**src/rtl/spi_nor_flash_responder.sv**
```systemverilog
// SPI NOR flash target (mode 0, single-bit) answering READ, RDID, RDSR, WREN, WRDI and PP,
// with pins oversampled on i_clock and data backed by an external synchronous byte memory.
module spi_nor_flash_responder #(
    parameter int unsigned MEM_AW   = 12,
    parameter logic [23:0] JEDEC_ID = 24'hEF4016
) (
    input  logic              i_clock,
    input  logic              i_reset_n,
    input  logic              fMclk,
    input  logic              fChipSel,
    input  logic              fMosi,
    output logic              fMiso,
    output logic [MEM_AW-1:0] memAddr,
    output logic              memRdEn,
    input  logic [7:0]        memRdData,
    output logic              memWrEn,
    output logic [7:0]        memWrData,
    output logic [2:0]        dbgState
);

    typedef enum logic [2:0] {
        StIdle   = 3'd0,
        StCmd    = 3'd1,
        StAddr   = 3'd2,
        StRd     = 3'd3,
        StId     = 3'd4,
        StSr     = 3'd5,
        StPp     = 3'd6,
        StIgnore = 3'd7
    } state_e;

    state_e            state;
    logic [2:0]        mclkSync;
    logic [1:0]        csSync;
    logic [1:0]        mosiSync;
    logic              csPrev;
    logic [2:0]        bitCnt;
    logic [7:0]        rxShift;
    logic [7:0]        txShift;
    logic [7:0]        txByte;
    logic              byteDone;
    logic              wel;
    logic              armWren;
    logic              armWrdi;
    logic              ppWrote;
    logic              isRead;
    logic [1:0]        addrCnt;
    logic [15:0]       addrHi;
    logic [MEM_AW-1:0] rdAddr;
    logic [MEM_AW-1:0] wrAddr;
    logic              rdPend;
    logic [1:0]        idIdx;

    logic        mclkRise;
    logic        mclkFall;
    logic        csHigh;
    logic [23:0] flashAddr;
    logic        unusedAddrBits;

    // mclkSync[1] and mosiSync[1] have matching latency, so the sampled bit lines up with the edge.
    assign mclkRise       = mclkSync[1] & ~mclkSync[2];
    assign mclkFall       = ~mclkSync[1] & mclkSync[2];
    assign csHigh         = csSync[1];
    assign flashAddr      = {addrHi, rxShift};
    assign unusedAddrBits = ^flashAddr[23:MEM_AW];
    assign dbgState       = state;

    always_ff @(posedge i_clock) begin
        if (!i_reset_n) begin
            state     <= StIdle;
            mclkSync  <= '0;
            csSync    <= '0;
            mosiSync  <= '0;
            csPrev    <= 1'b0;
            bitCnt    <= '0;
            rxShift   <= '0;
            txShift   <= '0;
            txByte    <= '0;
            byteDone  <= 1'b0;
            wel       <= 1'b0;
            armWren   <= 1'b0;
            armWrdi   <= 1'b0;
            ppWrote   <= 1'b0;
            isRead    <= 1'b0;
            addrCnt   <= '0;
            addrHi    <= '0;
            rdAddr    <= '0;
            wrAddr    <= '0;
            rdPend    <= 1'b0;
            idIdx     <= '0;
            fMiso     <= 1'b0;
            memAddr   <= '0;
            memRdEn   <= 1'b0;
            memWrEn   <= 1'b0;
            memWrData <= '0;
        end else begin
            mclkSync <= {mclkSync[1:0], fMclk};
            csSync   <= {csSync[0], fChipSel};
            mosiSync <= {mosiSync[0], fMosi};
            csPrev   <= csHigh;
            memRdEn  <= 1'b0;
            memWrEn  <= 1'b0;
            byteDone <= 1'b0;
            rdPend   <= memRdEn;
            if (rdPend) txByte <= memRdData;

            if (csHigh) begin
                state   <= StIdle;
                bitCnt  <= '0;
                fMiso   <= 1'b0;
                txByte  <= '0;
                addrCnt <= '0;
                rdPend  <= 1'b0;
                // Commit actions armed by fully received opcodes take effect on deselect.
                if (!csPrev) begin
                    if (armWren) wel <= 1'b1;
                    if (armWrdi || ppWrote) wel <= 1'b0;
                end
                armWren <= 1'b0;
                armWrdi <= 1'b0;
                ppWrote <= 1'b0;
            end else begin
                if (state == StIdle) state <= StCmd;

                if (mclkRise) begin
                    rxShift <= {rxShift[6:0], mosiSync[1]};
                    bitCnt  <= bitCnt + 3'd1;
                    if (bitCnt == 3'd7) byteDone <= 1'b1;
                end

                if (mclkFall) begin
                    if (state == StIgnore) begin
                        fMiso <= 1'b0;
                    end else if (bitCnt == 3'd0) begin
                        fMiso   <= txByte[7];
                        txShift <= {txByte[6:0], 1'b0};
                    end else begin
                        fMiso   <= txShift[7];
                        txShift <= {txShift[6:0], 1'b0};
                    end
                end

                if (byteDone) begin
                    case (state)
                        StCmd: begin
                            case (rxShift)
                                8'h03: begin
                                    isRead <= 1'b1;
                                    state  <= StAddr;
                                end
                                8'h9F: begin
                                    txByte <= JEDEC_ID[23:16];
                                    idIdx  <= 2'd1;
                                    state  <= StId;
                                end
                                8'h05: begin
                                    txByte <= {6'b0, wel, 1'b0};
                                    state  <= StSr;
                                end
                                8'h06: begin
                                    armWren <= 1'b1;
                                    state   <= StIgnore;
                                end
                                8'h04: begin
                                    armWrdi <= 1'b1;
                                    state   <= StIgnore;
                                end
                                8'h02: begin
                                    isRead <= 1'b0;
                                    state  <= wel ? StAddr : StIgnore;
                                end
                                default: state <= StIgnore;
                            endcase
                        end
                        StAddr: begin
                            addrHi  <= {addrHi[7:0], rxShift};
                            addrCnt <= addrCnt + 2'd1;
                            if (addrCnt == 2'd2) begin
                                if (isRead) begin
                                    memAddr <= flashAddr[MEM_AW-1:0];
                                    memRdEn <= 1'b1;
                                    rdAddr  <= flashAddr[MEM_AW-1:0] + MEM_AW'(1);
                                    state   <= StRd;
                                end else begin
                                    wrAddr <= flashAddr[MEM_AW-1:0];
                                    state  <= StPp;
                                end
                            end
                        end
                        StRd: begin
                            memAddr <= rdAddr;
                            memRdEn <= 1'b1;
                            rdAddr  <= rdAddr + MEM_AW'(1);
                        end
                        StId: begin
                            case (idIdx)
                                2'd1: begin
                                    txByte <= JEDEC_ID[15:8];
                                    idIdx  <= 2'd2;
                                end
                                2'd2: begin
                                    txByte <= JEDEC_ID[7:0];
                                    idIdx  <= 2'd3;
                                end
                                default: txByte <= 8'h00;
                            endcase
                        end
                        StPp: begin
                            memAddr     <= wrAddr;
                            memWrEn     <= 1'b1;
                            memWrData   <= rxShift;
                            // Page wrap: only the low byte of the address advances.
                            wrAddr[7:0] <= wrAddr[7:0] + 8'd1;
                            ppWrote     <= 1'b1;
                        end
                        default: ;
                    endcase
                end
            end
        end
    end

endmodule

```
**config.mk**
```make
export PLATFORM = sky130hd
export DESIGN_NAME = spi_nor_flash_responder
export DESIGN_NICKNAME = d
export VERILOG_FILES = /design/src/rtl/spi_nor_flash_responder.sv
export SDC_FILE = /design/constraint.sdc
export NUM_CORES = 1
export LEC_CHECK = 0
export ABC_AREA = 1
export ABC_CLOCK_PERIOD_IN_PS = 2600
export CAP_MARGIN = 0
export CORE_AREA = 2 2 185 114
export DETAILED_ROUTE_END_ITERATION = 10
export DIE_AREA = 0 0 187 116
export GPL_TIMING_DRIVEN = 0
export PLACE_DENSITY_LB_ADDON = 0.15
export SLEW_MARGIN = 20
export SYNTH_ARGS = -nofsm -noshare
export SYNTH_HDL_FRONTEND = slang
export SYNTH_SLANG_ARGS = --single-unit
```
**constraint.sdc**
```tcl
create_clock -name i_clock -period 2.6 [get_ports i_clock]
set_input_delay 0.65 -clock i_clock [delete_from_list [all_inputs] [get_ports i_clock]]
set_output_delay 0.65 -clock i_clock [all_outputs]
set_load 0.05 [all_outputs]
```
==> results of run 1 <==
[cells by family (layout without fill, tap and decap cells)]
| group | after synthesis | after routing | share of synthesized area [%] |
|---|---|---|---|
| mux | 7 | 7 | 1.52 |
| flops | 99 | 99 | 40.2 |
| fa+ha+maj | 8 | 8 | 2.03 |
| compound gates | 172 | 172 | 20.0 |
| buf+inv | 128 | 181 | 10.8 |
| simple gates | 267 | 267 | 24.4 |
| xor+xnor | 6 | 6 | 1.07 |
[final timing paths]
path / startpoint / endpoint / depth (start not counted)
worst max-delay path: dbgState[2] / dbgState[2] / 1
worst min-delay path: mclkSync[0] / mclkSync[1] / 2
worst max register to register: dbgState[2] / rdAddr[10] / 13
worst min register to register: mclkSync[0] / mclkSync[1] / 2
[state kept, by name (all words and copies together), names as in the netlist, 2 cells and up]
| register | cells |
|---|---|
| memWrData | 8 |
| txByte | 8 |
| wrAddr | 12 |
| addrCnt | 2 |
| idIdx | 2 |
| rdAddr | 12 |
| addrHi | 4 |
| rxShift | 8 |
| bitCnt | 3 |
| memAddr | 12 |
| csSync | 2 |
| dbgState | 3 |
| mclkSync | 3 |
| mosiSync | 2 |
| txShift | 7 |
[per-layer routing]
metal  up-vias  part of all wire (%)
met5         -                     0
met4         0                  0.54
met3         8                   6.5
met2       105                    32
met1      2051                    61
li1       2346                     -
[cells in the mapped netlist, types with 2 or more instances]
cell,count,area (µm²)
nand2_1,138,518
dfxtp_1,99,1980
inv_1,95,357
o21ai_0,61,305
a21oi_1,57,285
nor2_1,54,203
nand3_1,25,125
nand4_1,16,100
o21ai_1,14,70.1
clkbuf_1,12,45.0
o211ai_1,12,90.1
o21a_1,10,75.1
nand2_2,9,56.3
ha_1,8,100
nor3_1,7,35.0
buf_4,5,37.5
inv_2,5,18.8
nor2_2,5,31.3
buf_2,4,20.0
buf_6,4,45.0
mux2_2,4,45.0
nand3_2,4,40.0
nor2_4,4,45.0
xor2_1,4,35.0
a31oi_1,3,18.8
buf_1,3,11.3
mux2i_1,3,30.0
o221ai_1,3,26.3
a211oi_1,2,15.0
a21oi_4,2,32.5
a221oi_1,2,17.5
o21bai_1,2,15.0
xnor2_1,2,17.5
[final cells by class]
class | instances | share of cell area (%)
Clock inverter | 7 | 1.26
Sequential cell | 99 | 33.3
Inverter | 100 | 6.31
Multi-Input combinational cell | 460 | 40.6
Buffer | 28 | 2.67
Timing Repair Buffer | 37 | 6.23
Clock buffer | 9 | 3.79
Tap cell | 273 | 5.75
[worst min-delay path, cell delays in order (launching register included)]
cell     delay, ns
dfxtp_1       0.31
nand2_1       0.05
inv_1         0.04
[where the power goes]
group	switching, mW	internal (mW)	leakage, nW	total [mW]
registers	0.0163	1.53	0.800	1.55
clock network	0.633	0.752	0.138	1.39
logic	0.128	0.0552	1.35	0.183
==> results.tsv, run 1 <==
stage	metric	value	unit
status	status	complete, no violations	
global_routing	met2 Use GR	17.5	%
setup_path	critical path's top delay family	buffers and inverters	
cells_and_area	share of post-route cells with drive strength above 1	9.05	%
clock_tree	Resized Gates After CTS	0	
route	total number of vias	4510	
pwr	Max VDD drop	0.310	mV
setup_path	Reg2Reg Setup Slack	0.51	ns
place	RD Place Congestion	0.881	
global_routing	total track usage	15.0	%
pwr	Pleak	2.29	nW
floorplan	total I/O pin count	39	
timing	headroom to the max-slew limit	54.6	%
yosys	Synth Flop Type	dfxtp_1	
cells_and_area	FILL cells	2188	
cells_and_area	most frequent cells in the layout	138 x nand2_1, 99 x dfxtp_1, 95 x inv_1	
setup_path	CP max stage delay	0.88	ns
route	initial detailed-routing violation count	340	
min_path	worst hold path class	reg2reg	
clock_tree	Clk Latency, worst-skew pair	0.36	ns
route	DRT Wirelength	15700	µm
timing	Setup-failing EPs final	0	
global_routing	initial antenna violation count	0	
clock_tree	CTS tree	done	
cells_and_area	P&R area growth vs syn	20.5	%
cells_and_area	Post-Layout Cell Count	1013	
global_routing	met1 Track Usage GR	25.1	%
clock_tree	Clock transition at path regs	0.07	ns
global_routing	vias in the first global route	4129	
floorplan	die width	187	µm
timing	fmax	0.407	GHz
clock_tree	Post-CTS Repair Setup Buffers	0	
clock_tree	CTS buffer count	9	
route	wire per inst	15.5	µm
clock_tree	H-Tree Depth	3	
place	Port-buffer cells	37	
yosys	sequential fraction of the synthesis area	40.2	%
yosys	number of flops mapped to enable cells by yosys	0	
setup_path	CP Max Fanout	6	
cells_and_area	sequential cell area	1980	µm²
run	Max Cap Violations	0	
setup_path	CP Cell Sequence	clkdlybuf4s50_1	
global_routing	layer with the highest usage	met1	
timing	hold slack	0.415	ns
yosys	Yosys reg bits	99	
timing	final worst setup slack	0.145	ns
place	Post-DP Area	5640	µm²
setup_path	Slowest cell on crit path	clkdlybuf4s50_1	
route	DR pass1 iterations	5	
yosys	syn_nets	708	
timing	clock skew	0.0115	ns
timing	Final min period	2.46	ns
clock_tree	clock tree buffer depth	2	
cells_and_area	commonest non-fill, non-tap cell in the layout	nand2_1	
cells_and_area	Multi-input gate area	2420	µm²
place	post-place setup slack	0.407	ns
place	hpwl dp	12100	µm
setup_path	Critical Path Source Type	register	
floorplan	die area	21700	µm²
clock_tree	Hold Buf Count CTS	0	
cells_and_area	final instance area	5940	µm²
timing	fin. max-slew vios	0	
clock_tree	CTS Root Cell	clkbuf_16	
yosys	Mapped Area	4930	µm²
global_routing	largest net degree at the start of global routing	18	
pwr	total design power	3.12	mW
global_routing	GRT Residual Overflow	0	
pwr	PD cells	524	nW/µm²
timing	final hold violations	0	
timing	RSZ-0062 raised after global routing	no	
yosys	yosys warns	0	
floorplan	Chip Height	116	µm
setup_path	endpoint class of the critical path	output port	
route	vias per cell	4.45	
floorplan	# rows	40	
setup_path	worst path bufs/invs	1	
route	DR DRC count	0	
floorplan	Initial Util	24.8	%
timing	setup_tns	0	ns
setup_path	Worst EP arrival	1.81	ns
yosys	share of synthesized flip-flops with an asynchronous set or reset	0	%
setup_path	critical setup path kind	reg2out	
timing	worst slew pin tran	0.681	ns
clock_tree	# clock sinks	99	
cells_and_area	fin util	29.9	%
floorplan	area of the core	19900	µm²
global_routing	first-pass GRT wire length	24300	µm
cells_and_area	ANT cells	0	
cells_and_area	Nets	756	
yosys	post-synth cell types	42	
setup_path	Required @ worst endpoint	1.95	ns
place	Post-Place Cells	997	
yosys	Syn Area/Cell	7.18	µm²
global_routing	GR Util met3	4.27	%
route	DRT antenna net count	0	
timing	period utilization	94.4	%
yosys	cells after synthesis	687	
Note: power is estimated with default switching activity, not from simulation.
==> run 2, diff against run 1 <==
--- a/config.mk
+++ b/config.mk
@@ -6,11 +6,12 @@
 export NUM_CORES = 1
 export LEC_CHECK = 0
 export ABC_AREA = 1
-export ABC_CLOCK_PERIOD_IN_PS = 2600
+export ABC_CLOCK_PERIOD_IN_PS = 3200
 export CAP_MARGIN = 0
 export CORE_AREA = 2 2 185 114
 export DETAILED_ROUTE_END_ITERATION = 10
 export DIE_AREA = 0 0 187 116
+export GPL_ROUTABILITY_DRIVEN = 0
 export GPL_TIMING_DRIVEN = 0
 export PLACE_DENSITY_LB_ADDON = 0.15
 export SLEW_MARGIN = 20
==> constraint.sdc (replaced) <==
create_clock -name i_clock -period 3.2 [get_ports i_clock]
set_input_delay 0.8 -clock i_clock [delete_from_list [all_inputs] [get_ports i_clock]]
set_output_delay 0.8 -clock i_clock [all_outputs]
set_load 0.05 [all_outputs]
==> results of run 2 <==
The final DEF is identical to that of run 1. Status: complete, no violations.
Main changes from that run: setup slack after placement 0.407 ns -> 0.857 ns; setup slack after layout 0.145 ns -> 0.595 ns; register-to-register setup slack 0.51 ns -> 1.11 ns; total power 3.12 mW -> 2.53 mW; worst IR drop on VDD 0.310 mV -> 0.252 mV
==> run 3, diff against run 2 <==
--- a/config.mk
+++ b/config.mk
@@ -6,7 +6,7 @@
 export NUM_CORES = 1
 export LEC_CHECK = 0
 export ABC_AREA = 1
-export ABC_CLOCK_PERIOD_IN_PS = 3200
+export ABC_CLOCK_PERIOD_IN_PS = 2600
 export CAP_MARGIN = 0
 export CORE_AREA = 2 2 185 114
 export DETAILED_ROUTE_END_ITERATION = 10
==> constraint.sdc (replaced) <==
create_clock -name i_clock -period 2.6 [get_ports i_clock]
set_input_delay 0.65 -clock i_clock [delete_from_list [all_inputs] [get_ports i_clock]]
set_output_delay 0.65 -clock i_clock [all_outputs]
set_load 0.05 [all_outputs]
==> results of run 3 <==
No change in the layout: final DEF, timing and power equal those of run 1.
